## config.mk

```make
export PLATFORM = sky130hd
export DESIGN_NAME = multi_motor_pwm
export DESIGN_NICKNAME = d
export VERILOG_FILES = /design/src/rtl/motor_pkg.sv /design/src/rtl/motor_pwm_channel.sv /design/src/rtl/multi_motor_pwm.sv
export SDC_FILE = /design/constraint.sdc
export NUM_CORES = 1
export LEC_CHECK = 0
export BUFFER_PORTS_ARGS = -buffer_cell sky130_fd_sc_hd__buf_2
export CELL_PAD_IN_SITES_DETAIL_PLACEMENT = 0
export CELL_PAD_IN_SITES_GLOBAL_PLACEMENT = 1
export CORE_MARGIN = 5
export CORE_UTILIZATION = 48
export DETAILED_ROUTE_END_ITERATION = 8
export GPL_ROUTABILITY_DRIVEN = 0
export HOLD_SLACK_MARGIN = 0.03
export PLACE_DENSITY_LB_ADDON = 0.1
export SKIP_CTS_REPAIR_TIMING = 1
export SYNTH_ARGS = -nofsm -noshare
export SYNTH_HDL_FRONTEND = slang
export SYNTH_SLANG_ARGS = --single-unit
```

## constraint.sdc

```tcl
create_clock -name clk -period 3.4 [get_ports clk]
set_clock_uncertainty 0.2 [all_clocks]
set_input_delay 0.34 -clock clk [delete_from_list [all_inputs] [get_ports clk]]
set_output_delay 0.34 -clock clk [all_outputs]
set_load 0.01 [all_outputs]
```

## src/rtl/motor_pkg.sv

```systemverilog
// Shared drive-code constants and the back-EMF sequencer state type for the
// multi-channel H-bridge driver.
package motor_pkg;

  localparam logic [1:0] DRV_IDLE  = 2'b00;
  localparam logic [1:0] DRV_FWD   = 2'b10;
  localparam logic [1:0] DRV_REV   = 2'b01;
  localparam logic [1:0] DRV_BRAKE = 2'b11;

  typedef enum logic [1:0] {
    ST_RUN    = 2'd0,
    ST_COAST  = 2'd1,
    ST_SAMPLE = 2'd2
  } bemf_state_e;

  // A direct forward<->reverse swap needs dead time to avoid shoot-through.
  function automatic logic is_reversal(input logic [1:0] old_code,
                                       input logic [1:0] new_code);
    return ((old_code == DRV_FWD) && (new_code == DRV_REV)) ||
           ((old_code == DRV_REV) && (new_code == DRV_FWD));
  endfunction

endpackage

```

## src/rtl/motor_pwm_channel.sv

```systemverilog
// One motor channel: double-buffered duty/code, period compare and
// reversal dead-time counter.
module motor_pwm_channel
  import motor_pkg::*;
#(
  parameter int DUTY_W     = 12,
  parameter int DEAD_TICKS = 4
) (
  input  logic              clk,
  input  logic              rst_n,
  input  logic              update,
  input  logic              wrap,
  input  logic              tick,
  input  logic [DUTY_W-1:0] duty,
  input  logic [1:0]        drive_code,
  input  logic [DUTY_W-1:0] cnt,
  output logic              on,
  output logic [1:0]        code
);

  localparam int DEAD_W = (DEAD_TICKS > 0) ? $clog2(DEAD_TICKS + 1) : 1;

  logic [DUTY_W-1:0] shadow_duty;
  logic [1:0]        shadow_code;
  logic              pending;
  logic [DUTY_W-1:0] applied_duty;
  logic [1:0]        applied_code;
  logic [DEAD_W-1:0] dead_cnt;

  always_ff @(posedge clk or negedge rst_n) begin
    if (!rst_n) begin
      shadow_duty  <= '0;
      shadow_code  <= DRV_IDLE;
      pending      <= 1'b0;
      applied_duty <= '0;
      applied_code <= DRV_IDLE;
      dead_cnt     <= '0;
    end else begin
      if (update) begin
        shadow_duty <= duty;
        shadow_code <= drive_code;
      end
      // A wrap consumes the previous capture; an update on that same cycle
      // stays pending for the following wrap.
      if (update)    pending <= 1'b1;
      else if (wrap) pending <= 1'b0;
      if (wrap && pending) begin
        applied_duty <= shadow_duty;
        applied_code <= shadow_code;
      end
      if (wrap && pending && is_reversal(applied_code, shadow_code))
        dead_cnt <= DEAD_W'(DEAD_TICKS);
      else if (tick && (dead_cnt != '0))
        dead_cnt <= dead_cnt - 1'b1;
    end
  end

  assign on   = (cnt < applied_duty) && (dead_cnt == '0);
  assign code = applied_code;

endmodule

```

## src/rtl/multi_motor_pwm.sv

```systemverilog
// N-channel H-bridge driver: shared prescaler/period counter, back-EMF
// coast/sample sequencer and registered, gated bridge outputs.
module multi_motor_pwm
  import motor_pkg::*;
#(
  parameter int NUM_MOT     = 4,
  parameter int DUTY_W      = 12,
  parameter int PRESCALE    = 32,
  parameter int PERIOD      = 2600,
  parameter int DEAD_TICKS  = 4,
  parameter int BEMF_SETTLE = 64
) (
  input  logic                      clk,
  input  logic                      rst_n,
  input  logic                      mot_en,
  input  logic [NUM_MOT*DUTY_W-1:0] duty,
  input  logic [2*NUM_MOT-1:0]      drive_code,
  input  logic                      update,
  input  logic                      bemf_req,
  input  logic                      bemf_done,
  output logic                      pwm,
  output logic [NUM_MOT-1:0]        mtop,
  output logic [NUM_MOT-1:0]        mbot,
  output logic                      period_start,
  output logic                      bemf_busy,
  output logic                      bemf_sample,
  output bemf_state_e               bemf_state
);

  localparam int PRE_W = (PRESCALE > 1) ? $clog2(PRESCALE) : 1;
  localparam int SET_W = (BEMF_SETTLE > 1) ? $clog2(BEMF_SETTLE) : 1;

  logic [PRE_W-1:0]  pre;
  logic [DUTY_W-1:0] cnt;
  bemf_state_e       state;
  logic              req_pending;
  logic [SET_W-1:0]  settle_cnt;
  logic              tick, run, run_tick, wrap, restart;

  logic [NUM_MOT-1:0] ch_on, top_d, bot_d, act;
  logic [1:0]         ch_code [NUM_MOT];

  assign tick     = (pre == PRE_W'(PRESCALE - 1));
  assign run      = (state == ST_RUN);
  assign run_tick = run && tick;
  assign wrap     = run_tick && (cnt == DUTY_W'(PERIOD - 1));
  assign restart  = (state == ST_SAMPLE) && bemf_done;

  // The prescaler keeps running in COAST so settle ticks can be counted;
  // the period counter is frozen outside RUN.
  always_ff @(posedge clk or negedge rst_n) begin
    if (!rst_n) begin
      pre <= '0;
      cnt <= '0;
    end else begin
      if (restart || tick) pre <= '0;
      else                 pre <= pre + 1'b1;
      if (restart)       cnt <= '0;
      else if (run_tick) cnt <= wrap ? '0 : cnt + 1'b1;
    end
  end

  always_ff @(posedge clk or negedge rst_n) begin
    if (!rst_n) begin
      state       <= ST_RUN;
      req_pending <= 1'b0;
      settle_cnt  <= '0;
      bemf_sample <= 1'b0;
    end else begin
      bemf_sample <= 1'b0;
      case (state)
        ST_RUN: begin
          if (bemf_req && !req_pending) req_pending <= 1'b1;
          if (wrap && req_pending) begin
            state       <= ST_COAST;
            req_pending <= 1'b0;
            settle_cnt  <= '0;
          end
        end
        ST_COAST: begin
          if (tick) begin
            if (settle_cnt == SET_W'(BEMF_SETTLE - 1)) begin
              state       <= ST_SAMPLE;
              bemf_sample <= 1'b1;
            end else begin
              settle_cnt <= settle_cnt + 1'b1;
            end
          end
        end
        ST_SAMPLE: if (bemf_done) state <= ST_RUN;
        default:   state <= ST_RUN;
      endcase
    end
  end

  assign bemf_busy  = (state != ST_RUN);
  assign bemf_state = state;

  for (genvar i = 0; i < NUM_MOT; i++) begin : g_ch
    motor_pwm_channel #(
      .DUTY_W    (DUTY_W),
      .DEAD_TICKS(DEAD_TICKS)
    ) u_ch (
      .clk       (clk),
      .rst_n     (rst_n),
      .update    (update),
      .wrap      (wrap),
      .tick      (run_tick),
      .duty      (duty[i*DUTY_W +: DUTY_W]),
      .drive_code(drive_code[2*i +: 2]),
      .cnt       (cnt),
      .on        (ch_on[i]),
      .code      (ch_code[i])
    );
  end

  always_comb begin
    top_d = '0;
    bot_d = '0;
    act   = '0;
    for (int i = 0; i < NUM_MOT; i++) begin
      top_d[i] = mot_en && run && ch_on[i] && ch_code[i][1];
      bot_d[i] = mot_en && run && ch_on[i] && ch_code[i][0];
      act[i]   = ch_on[i] && (ch_code[i] != DRV_IDLE);
    end
  end

  always_ff @(posedge clk or negedge rst_n) begin
    if (!rst_n) begin
      mtop         <= '0;
      mbot         <= '0;
      pwm          <= 1'b0;
      period_start <= 1'b0;
    end else begin
      mtop         <= top_d;
      mbot         <= bot_d;
      pwm          <= mot_en && run && (|act);
      period_start <= wrap;
    end
  end

endmodule

```

==> results of run 1 <==
==> layout by cell type, fill, tap and decap left out, drive strengths merged, types with 2 or more instances in the layout <==
cell type,count
o211ai,2
or4b,2
clkinv,7
nor4b,3
and2,2
or3b,2
nand3,5
nand4,11
mux2,112
a41oi,4
nor2,44
nand3b,2
buf,91
ha,56
nand2,28
and4,2
xnor2,11
clkinvlp,3
nor2b,6
clkbuf,20
dfrtp,162
nor3b,4
nand2b,6
o21ai,18
inv,70
a21oi,16
xor2,7
dlygate4sd3,59
nor4bb,2
o31ai,3
and3,11
nor3,2
a211oi,9
a21o,6
a211o,3
a31oi,5
a2111oi,4
==> worst max-delay path, stage by stage, from the launching register on <==
cell and delay (ns):
dfrtp_1 0.38, ha_1 0.20, and3_1 0.17, ha_1 0.23
or3b_1 0.40, or4_1 0.61, clkinv_2 0.15, nand2_4 0.06
buf_4 0.29, mux2_4 0.36
==> cells in the mapped netlist, drive strengths merged (4+ instances only) <==
cell type	instances
dfrtp	162
mux2	112
inv	68
ha	56
nor2	44
nand2	28
o21ai	18
a21oi	16
and3	11
nand4	11
xnor2	11
a211oi	9
clkbuf	9
buf	7
xor2	7
a21o	6
nand2b	6
nor2b	6
a31oi	5
nand3	5
a2111oi	4
a41oi	4
nor3b	4
==> metrics by stage <==
step / worst slack (ns) / power [W] / instance area [µm²] / std cells
final: 0.214 / 0.00466 / 9830 / 1033
after global routing: 0.0873 / 0.00489 / 9830 / 1033
after floorplan: 0.470 / 0.00254 / 7980 / 647
after CTS: 0.232 / 0.00467 / 9240 / 974
after detailed placement: 0.257 / 0.00282 / 8680 / 942
after global placement: 0.369 / 0.00279 / 8680 / 942
==> layer usage <==
layer | part of all wire [%] | wire [µm]
met2 | 48 | 7810
met1 | 47 | 7570
met4 | 1.5 | 246
met3 | 3.4 | 548
met5 | 0 | 0
==> worst max path at each step <==
stage / startpoint / endpoint / slack [ns]
final: pre[0] / g_ch[0].u_ch.applied_duty[6] / 0.21
after CTS: pre[0] / g_ch[0].u_ch.dead_cnt[2] / 0.23
after floorplan: pre[0] / g_ch[0].u_ch.applied_duty[0] / 0.47
after detailed placement: pre[0] / g_ch[0].u_ch.dead_cnt[2] / 0.26
after global routing: pre[0] / g_ch[0].u_ch.dead_cnt[2] / 0.09
after global placement: pre[0] / g_ch[0].u_ch.applied_duty[3] / 0.37
==> layout make-up <==
| cell class | instances | area, µm² | share of cell area, % |
|---|---|---|---|
| clock buffers | 20 | 457 | 4.64 |
| clock inverters | 12 | 108 | 1.09 |
| inverters | 69 | 260 | 2.65 |
| multi-input cells | 400 | 3560 | 36.2 |
| flip-flops and latches | 162 | 4050 | 41.2 |
| well taps | 220 | 275 | 2.80 |
| repair buffers | 150 | 1120 | 11.4 |
==> logic make-up after synthesis <==
| logic type | Yosys count | share of synthesized area, % |
|---|---|---|
| flip-flops | 162 | 50.8 |
| AND/OR/NAND/NOR | 136 | 9.03 |
| multiplexers | 113 | 18.5 |
| buffers and inverters | 85 | 4.59 |
| AO/OA/AOI/OAI | 77 | 6.36 |
| adder cells (fa/ha/maj) | 56 | 8.78 |
| XOR/XNOR | 18 | 1.98 |
==> registers in the layout, summed over array words and instances (netlist names), 4 cells and up <==
name	count
g_ch.u_ch.applied_duty	48
g_ch.u_ch.code	8
g_ch.u_ch.dead_cnt	12
mtop	4
pre	5
mbot	4
g_ch.u_ch.shadow_duty	48
cnt	12
settle_cnt	6
g_ch.u_ch.shadow_code	8
==> power groups by stage <==
stage | combinational (W) | clock [W] | sequential [W]
6_report | 0.000694 | 0.00183 | 0.00213
5_1_grt | 0.000788 | 0.00195 | 0.00215
4_1_cts | 0.000656 | 0.00188 | 0.00214
3_5_place_dp | 0.000651 | 0 | 0.00217
3_3_place_gp | 0.000621 | 0 | 0.00217
2_1_floorplan | 0.000380 | 0 | 0.00216
==> key figures, run 1 <==
Min path
  • Hold Path Stages: 1
  • Endpoint, Worst Hold: pre[0]
  • Min-delay src: pre[0]
  • Hold Path Class: reg -> reg

CTS
  • H-tree depth: 4
  • CTS sink cnt: 162
  • Number of CTS-inserted buffers: 17
  • Clock Path Buffers: 2
  • CTS clk-pin slew, worst paths: 0.06 ns
  • Clock Latency Late Sink: 0.42 ns
  • Clock root cell: clkbuf_16
  • CTS tree: built

Critical path
  • Reg2Reg Setup Slack: 0.21 ns
  • Critical path data required time: 3.50 ns
  • CP arrival: 3.29 ns
  • Worst-path fanout max: 33
  • Critical Path End Type: register
  • Startpoint Class: register
  • FF-to-FF Start: pre[0]
  • Worst R2R End: g_ch[0].u_ch.applied_duty[6]
  • Cells on worst reg2reg path: 9
  • Crit Path Category: reg -> reg

Finish
  • Layout cells sized above 1: 29.5%
  • Finished Core Util: 59.7%
  • FILL cells: 1381
  • Nets: 918
  • P&R area growth vs syn: 23.2%
  • Diodes inserted: 0

Synthesis
  • Register area share after synthesis: 50.8%
  • Mapped Area: 7980 µm²
  • Synthesized Nets: 765
  • Yosys reg bits: 162
  • Post-synth EDFFs: 0
  • Syn_area_per_cell: 12.3 µm²
  • Cell variety after synth: 53
  • FFs w/ async S/R, synth: 100%
  • Largest cells by area after synthesis: dfrtp_1, mux2_4, ha_1, mux2_2, inv_1
  • Yosys warning total: 0
  • Cells after Synth: 647
  • Main flop type after synthesis: dfrtp_1
  • Top-area cell type share of the netlist area: 50.8%
  • Cell taking the most area after synthesis: dfrtp_1

Routing
  • First-pass DRT Iterations: 4
  • DRT antenna net count: 0
  • Vias post-DR: 5236
  • Routed vias/inst: 5.07
  • DRT iter0 DRCs: 169
  • Drt drc: 0
  • WL final: 16200 µm
  • Drt wl/cell: 15.7 µm

Power and ir drop
  • Worst vdd ir: 0.000356 V
  • Combinational share of power: 14.9%
  • Clock share of power: 39.2%
  • Flop pwr share: 45.9%
  • Sw frac: 26.3%
  • Power Density: 473 nW/µm²
  • Static Leak: 4.81 nW
  • Switching power: 0.00123 W
  • Internal power: 0.00343 W

STA
  • Hold slack: 0.285 ns
  • Worst-Margin Slew: 0.794 ns
  • Setup TNS: 0 ns
  • Final Slew Violations: 0
  • RSZ-0062 raised after global routing: no
  • Relative slew slack: 47.0%
  • Max Freq: 314 MHz
  • Hold Vio Cnt, Final: 0
  • Final setup viols: 0
  • Final period utilization: 93.7%
  • Final min period: 3.19 ns

Global route
  • GRT Total Usage: 17.2%
  • Largest net degree at the start of global routing: 86
  • GRT Max-Usage Layer: met2
  • First-pass GRT wire length: 27000 µm
  • Met1 GRT Util: 22.2%
  • Met3 usage: 3.90%
  • Vias in the first global route: 5447
  • Initial antenna violation count: 0
  • Remaining Overflow, GRT: 0
  • Met2 usage: 28.7%

Floorplan
  • Die Y: 139 µm
  • Core Rows: 47
  • Die X: 139 µm
  • I/O pin count: 76
  • Starting Density: 48.5%
  • Die area: 19300 µm²
  • Area of the core: 16500 µm²

Placed design
  • IO Port Bufs: 75
  • Post-DP HPWL: 11600 µm

Status
  • Status: finished clean

Flow run
  • Max cap viols: 0
No activity file was read; power rests on OpenSTA's default activity.
==> run 2: changes to the inputs <==
--- a/config.mk
+++ b/config.mk
@@ -5,12 +5,12 @@
 export SDC_FILE = /design/constraint.sdc
 export NUM_CORES = 1
 export LEC_CHECK = 0
-export BUFFER_PORTS_ARGS = -buffer_cell sky130_fd_sc_hd__buf_2
 export CELL_PAD_IN_SITES_DETAIL_PLACEMENT = 0
 export CELL_PAD_IN_SITES_GLOBAL_PLACEMENT = 1
 export CORE_MARGIN = 5
-export CORE_UTILIZATION = 48
+export CORE_UTILIZATION = 50
 export DETAILED_ROUTE_END_ITERATION = 8
+export DONT_BUFFER_PORTS = 1
 export GPL_ROUTABILITY_DRIVEN = 0
 export HOLD_SLACK_MARGIN = 0.03
 export PLACE_DENSITY_LB_ADDON = 0.1
==> run 2 against run 1 <==
The run now ends with hold timing left; core utilization grew 0.63 points; worst hold slack worse by 0.88 ns; combinational power down 15%; via count shrank 4.0%; sequential share of layout area up 1.4 points; final area is 3.2% lower; wire length shrank 3.5%; die area fell by 3.7%; setup slack got worse by 0.011 ns; critical path type unchanged; largest cell class unchanged; largest power group unchanged; highest routed layer unchanged.
==> key figures, run 2 (synthesis gave the netlist of run 1 again) <==
Floorplan
  • Die area: 18600 µm²
  • Die X: 136 µm
  • I/O pin count: 76
  • Area of the core: 15800 µm²
  • Starting Density: 50.6%
  • Die Y: 136 µm
  • Core Rows: 46

CTS
  • Clock Path Buffers: 2
  • CTS sink cnt: 162
  • Clock root cell: clkbuf_16
  • H-tree depth: 4
  • CTS clk-pin slew, worst paths: 0.06 ns
  • Clock Latency Late Sink: 0.42 ns
  • CTS tree: built
  • Number of CTS-inserted buffers: 17

Finish
  • Biggest regs: g_ch.u_ch.applied_duty: 48 flops, g_ch.u_ch.shadow_duty: 48 flops
  • P&R area growth vs syn: 19.2%
  • Diodes inserted: 0
  • Most frequent cells in the layout: dfrtp_1, inv_1, mux2_2, dlygate4sd3_1, ha_1
  • Nets: 841
  • Commonest non-fill, non-tap cell in the layout: dfrtp_1
  • Layout cells sized above 1: 22.2%
  • Finished Core Util: 60.3%

Routing
  • First-pass DRT Iterations: 5
  • Drt wl/cell: 16.4 µm
  • Routed vias/inst: 5.29
  • WL final: 15600 µm
  • Vias post-DR: 5029
  • Drt drc: 0
  • DRT iter0 DRCs: 143
  • DRT antenna net count: 0

Critical path
  • CP arrival: 3.36 ns
  • FF-to-FF Start: pre[0]
  • Worst R2R End: g_ch[0].u_ch.dead_cnt[2]
  • Startpoint Class: register
  • Worst-path fanout max: 38
  • Slowest stage cell on the critical path: or4_1
  • Crit path to: g_ch[0].u_ch.dead_cnt[2]
  • CP Cell Sequence: ha_1 -> and3_1 -> ha_1 -> or3b_1 -> or4_1 -> clkinv_2 -> nand2_4 -> buf_4 -> nor2_1 -> a311o_1
  • Crit Path Category: reg -> reg
  • Worst Path Buf+Inv: 2
  • Cell depth of the worst setup path: 10
  • Critical path data required time: 3.56 ns
  • Crit-path most repeated cell: ha_1
  • Cells on worst reg2reg path: 10
  • Slowest cell delay on critical path: 0.60 ns
  • Reg2Reg Setup Slack: 0.20 ns
  • Critical Path Start: pre[0]
  • Top delay family on crit path: simple AND/OR/NAND/NOR gates
  • Critical Path End Type: register

Placed design
  • IO Port Bufs: 0
  • Dpl ws: 0.210 ns
  • Post-DP HPWL: 11000 µm

Power and ir drop
  • Power Density: 510 nW/µm²
  • Worst vdd ir: 0.000447 V
  • Static Leak: 4.53 nW

Global route
  • Initial antenna violation count: 0
  • Remaining Overflow, GRT: 0
  • First-pass GRT wire length: 25700 µm
  • GRT Total Usage: 17.9%
  • Largest net degree at the start of global routing: 163
  • Vias in the first global route: 5117

Status
  • Failing checks: hold timing
  • Status: complete, but fails checks

Flow run
  • Max cap viols: 0

STA
  • Worst-Margin Slew: 0.691 ns
  • Max Freq: 313 MHz
  • Final period utilization: 94.0%
  • Hold slack: -0.593 ns
  • Hold Vio Cnt, Final: 162
  • Final Slew Violations: 0
  • Setup ws final: 0.203 ns
  • Final setup viols: 0
  • Relative slew slack: 52.7%
  • Setup TNS: 0 ns
  • RSZ-0062 raised after global routing: no
  • Final min period: 3.20 ns

Min path
  • Hold Path Class: in -> async
run 2: cell count changes in the layout (fill, tap and decap cells not counted), sizes merged:
| cell | previous run | this run |
|---|---|---|
| buf | 91 | 15 |
| bufinv | 1 | 5 |
| clkinv | 7 | 4 |
| clkinvlp | 3 | 1 |
| dlygate4sd3 | 59 | 58 |
run 2: power breakdown:
group          internal (W)  switching [W]
Clock               0.00135       0.000775
Sequential          0.00205      0.0000905
Combinational      0.000301       0.000289
run 2: final cells by class:
| cell class | instances | area (µm²) |
|---|---|---|
| sequential | 162 | 4050 |
| inverter | 69 | 260 |
| tap | 216 | 270 |
| multi-input combinational | 400 | 3560 |
| timing repair buffer | 73 | 713 |
| clock inverter | 11 | 201 |
| fill | 1322 | 6250 |
| clock buffer | 20 | 457 |
run 2: metrics by stage:
stage / hold WS (ns) / instance area [µm²] / cells / total power [W]
final: -0.593 / 9520 / 951 / 0.00485
after CTS: -0.607 / 8910 / 892 / 0.00483
after global placement: -0.148 / 8250 / 861 / 0.00268
after floorplan: -0.156 / 7980 / 647 / 0.00254
after global routing: -0.620 / 9520 / 951 / 0.00507
after detailed placement: -0.147 / 8250 / 861 / 0.00270
run 2: worst reg2reg max path, cell delays in order, from the launching register on:
cell	delay [ns]
dfrtp_1	0.37
ha_1	0.18
and3_1	0.17
ha_1	0.22
or3b_1	0.40
or4_1	0.60
clkinv_2	0.15
nand2_4	0.06
buf_4	0.32
nor2_1	0.31
a311o_1	0.15
run 2: worst min-delay path by stage:
stage,endpoint,cells after the start
after floorplan,bemf_sample,0
after global placement,settle_cnt[3],0
after detailed placement,settle_cnt[0],0
after CTS,settle_cnt[0],0
after global routing,g_ch[2].u_ch.shadow_code[0],0
final,g_ch[2].u_ch.shadow_code[0],0
run 2: metal layers:
metal	routed length, µm	up-vias	GRT usage, %
met2	7720	88	28.8
met3	651	22	5.81
met5	0	-	0
met1	7000	2497	23.2
met4	244	0	5.60
li1	-	2422	-
==> run 3: changes to the inputs <==
--- a/config.mk
+++ b/config.mk
@@ -9,6 +9,7 @@
 export CELL_PAD_IN_SITES_GLOBAL_PLACEMENT = 1
 export CORE_MARGIN = 5
 export CORE_UTILIZATION = 50
+export CTS_BUF_LIST = sky130_fd_sc_hd__clkbuf_16
 export DETAILED_ROUTE_END_ITERATION = 8
 export DONT_BUFFER_PORTS = 1
 export GPL_ROUTABILITY_DRIVEN = 0
==> run 3 against run 2 <==
The flow still finishes with violations (hold timing); maximum frequency about the same; die area unchanged; sequential cell count unchanged; combinational power about the same; register-to-register slack about the same; worst hold slack about the same; critical endpoint unchanged.
==> key figures, run 3 (synthesis gave the netlist of run 1 again) <==
Placed design
  • Post-DP HPWL: 11000 µm
  • Cell count after placement: 861
  • IO Port Bufs: 0
  • Dpl ws: 0.210 ns
  • Dpl cell area: 8250 µm²

Routing
  • Drt wl/cell: 16.4 µm
  • WL final: 15600 µm
  • First-pass DRT Iterations: 5
  • DRT iter0 DRCs: 135
  • Vias post-DR: 5030
  • DRT antenna net count: 0
  • Routed vias/inst: 5.29
  • Drt drc: 0

Critical path
  • Slowest stage cell on the critical path: or4_1
  • Startpoint Class: register
  • Worst Path Buf+Inv: 2
  • Top delay family on crit path: simple AND/OR/NAND/NOR gates
  • Crit Path Category: reg -> reg
  • CP arrival: 3.36 ns
  • CP Cell Sequence: ha_1 -> and3_1 -> ha_1 -> or3b_1 -> or4_1 -> clkinv_2 -> nand2_4 -> buf_4 -> nor2_1 -> a311o_1
  • Critical path data required time: 3.56 ns
  • Crit-path most repeated cell: ha_1
  • Slowest cell delay on critical path: 0.61 ns
  • Critical Path End Type: register
  • Worst-path fanout max: 38

Finish
  • Diodes inserted: 0
  • Layout cells sized above 1: 21.9%
  • P&R area growth vs syn: 19.0%
  • Finished Layout Cells: 951
  • FILL cells: 1327
  • Commonest non-fill, non-tap cell in the layout: dfrtp_1
  • Most frequent cells in the layout: dfrtp_1, inv_1, mux2_2, dlygate4sd3_1, ha_1
  • Final instance area: 9500 µm²
  • Nets: 841
  • Biggest regs: g_ch.u_ch.applied_duty: 48 flops, g_ch.u_ch.shadow_duty: 48 flops

Floorplan
  • Area of the core: 15800 µm²
  • Die area: 18600 µm²
  • Die Y: 136 µm
  • I/O pin count: 76
  • Starting Density: 50.6%
  • Die X: 136 µm
  • Core Rows: 46

Global route
  • Remaining Overflow, GRT: 0
  • Largest net degree at the start of global routing: 163
  • Met2 usage: 29.0%
  • First-pass GRT wire length: 25700 µm
  • Met3 usage: 5.81%
  • Met1 GRT Util: 22.9%
  • Vias in the first global route: 5130
  • GRT Max-Usage Layer: met2
  • GRT Total Usage: 17.9%
  • Initial antenna violation count: 0

STA
  • RSZ-0062 raised after global routing: no
  • Final setup viols: 0
  • Setup TNS: 0 ns
  • Hold Vio Cnt, Final: 162
  • Relative slew slack: 52.5%
  • Final min period: 3.20 ns
  • Setup ws final: 0.204 ns
  • Final Slew Violations: 0
  • Worst-Margin Slew: 0.694 ns
  • Max Freq: 313 MHz
  • Final period utilization: 94.0%
  • Hold slack: -0.593 ns

CTS
  • CTS clk-pin slew, worst paths: 0.06 ns
  • H-tree depth: 4
  • Clock Latency Late Sink: 0.42 ns
  • CTS tree: built
  • Clock root cell: clkbuf_16
  • CTS sink cnt: 162
  • Clock Path Buffers: 2
  • Number of CTS-inserted buffers: 17

Power and ir drop
  • Static Leak: 4.52 nW
  • Overall Power: 0.00479 W
  • Power Density: 505 nW/µm²
  • Worst vdd ir: 0.000442 V

Status
  • Status: complete, but fails checks
  • Failing checks: hold timing

Min path
  • Hold Path Class: in -> async

Flow run
  • Max cap viols: 0
==> run 3: path summary, 6_finish.rpt <==
path,startpoint,endpoint,slack [ns],cells after the start
setup reg to reg,pre[0],g_ch[0].u_ch.dead_cnt[2],0.20,10
setup / recovery,pre[0],g_ch[0].u_ch.dead_cnt[2],0.20,10
max in group asynchronous,rst_n,g_ch[3].u_ch.applied_duty[10],3.40,0
min in group clk,bemf_done,cnt[1],0.09,2
hold / removal,rst_n,g_ch[2].u_ch.shadow_code[0],-0.59,0
hold reg to reg,pre[0],pre[0],0.26,1
==> run 3: final cells by class <==
type	count	area, µm²	area share (%)
clock buffer	17	425	4.48
inverter	69	260	2.74
clock inverter	14	213	2.24
tap	216	270	2.85
multi-input combinational	400	3560	37.5
timing repair buffer	73	713	7.51
sequential	162	4050	42.7
==> run 3: power by group <==
group	switching, W	internal (W)
Combinational	0.000287	0.000301
Clock	0.000769	0.00130
Sequential	0.0000905	0.00205
==> run 3: through the flow <==
step | hold WS (ns) | util, %
5_1_grt | -0.620 | 60.2
3_5_place_dp | -0.147 | 52.3
3_3_place_gp | -0.148 | 52.3
6_report | -0.593 | 60.2
2_1_floorplan | -0.156 | -
4_1_cts | -0.607 | 56.4
==> run 3: metal layers <==
| layer | share of wire [%] | up-vias |
|---|---|---|
| li1 | - | 2425 |
| met1 | 45 | 2501 |
| met2 | 50 | 82 |
| met3 | 4.1 | 22 |
| met4 | 1.6 | 0 |
| met5 | 0 | - |
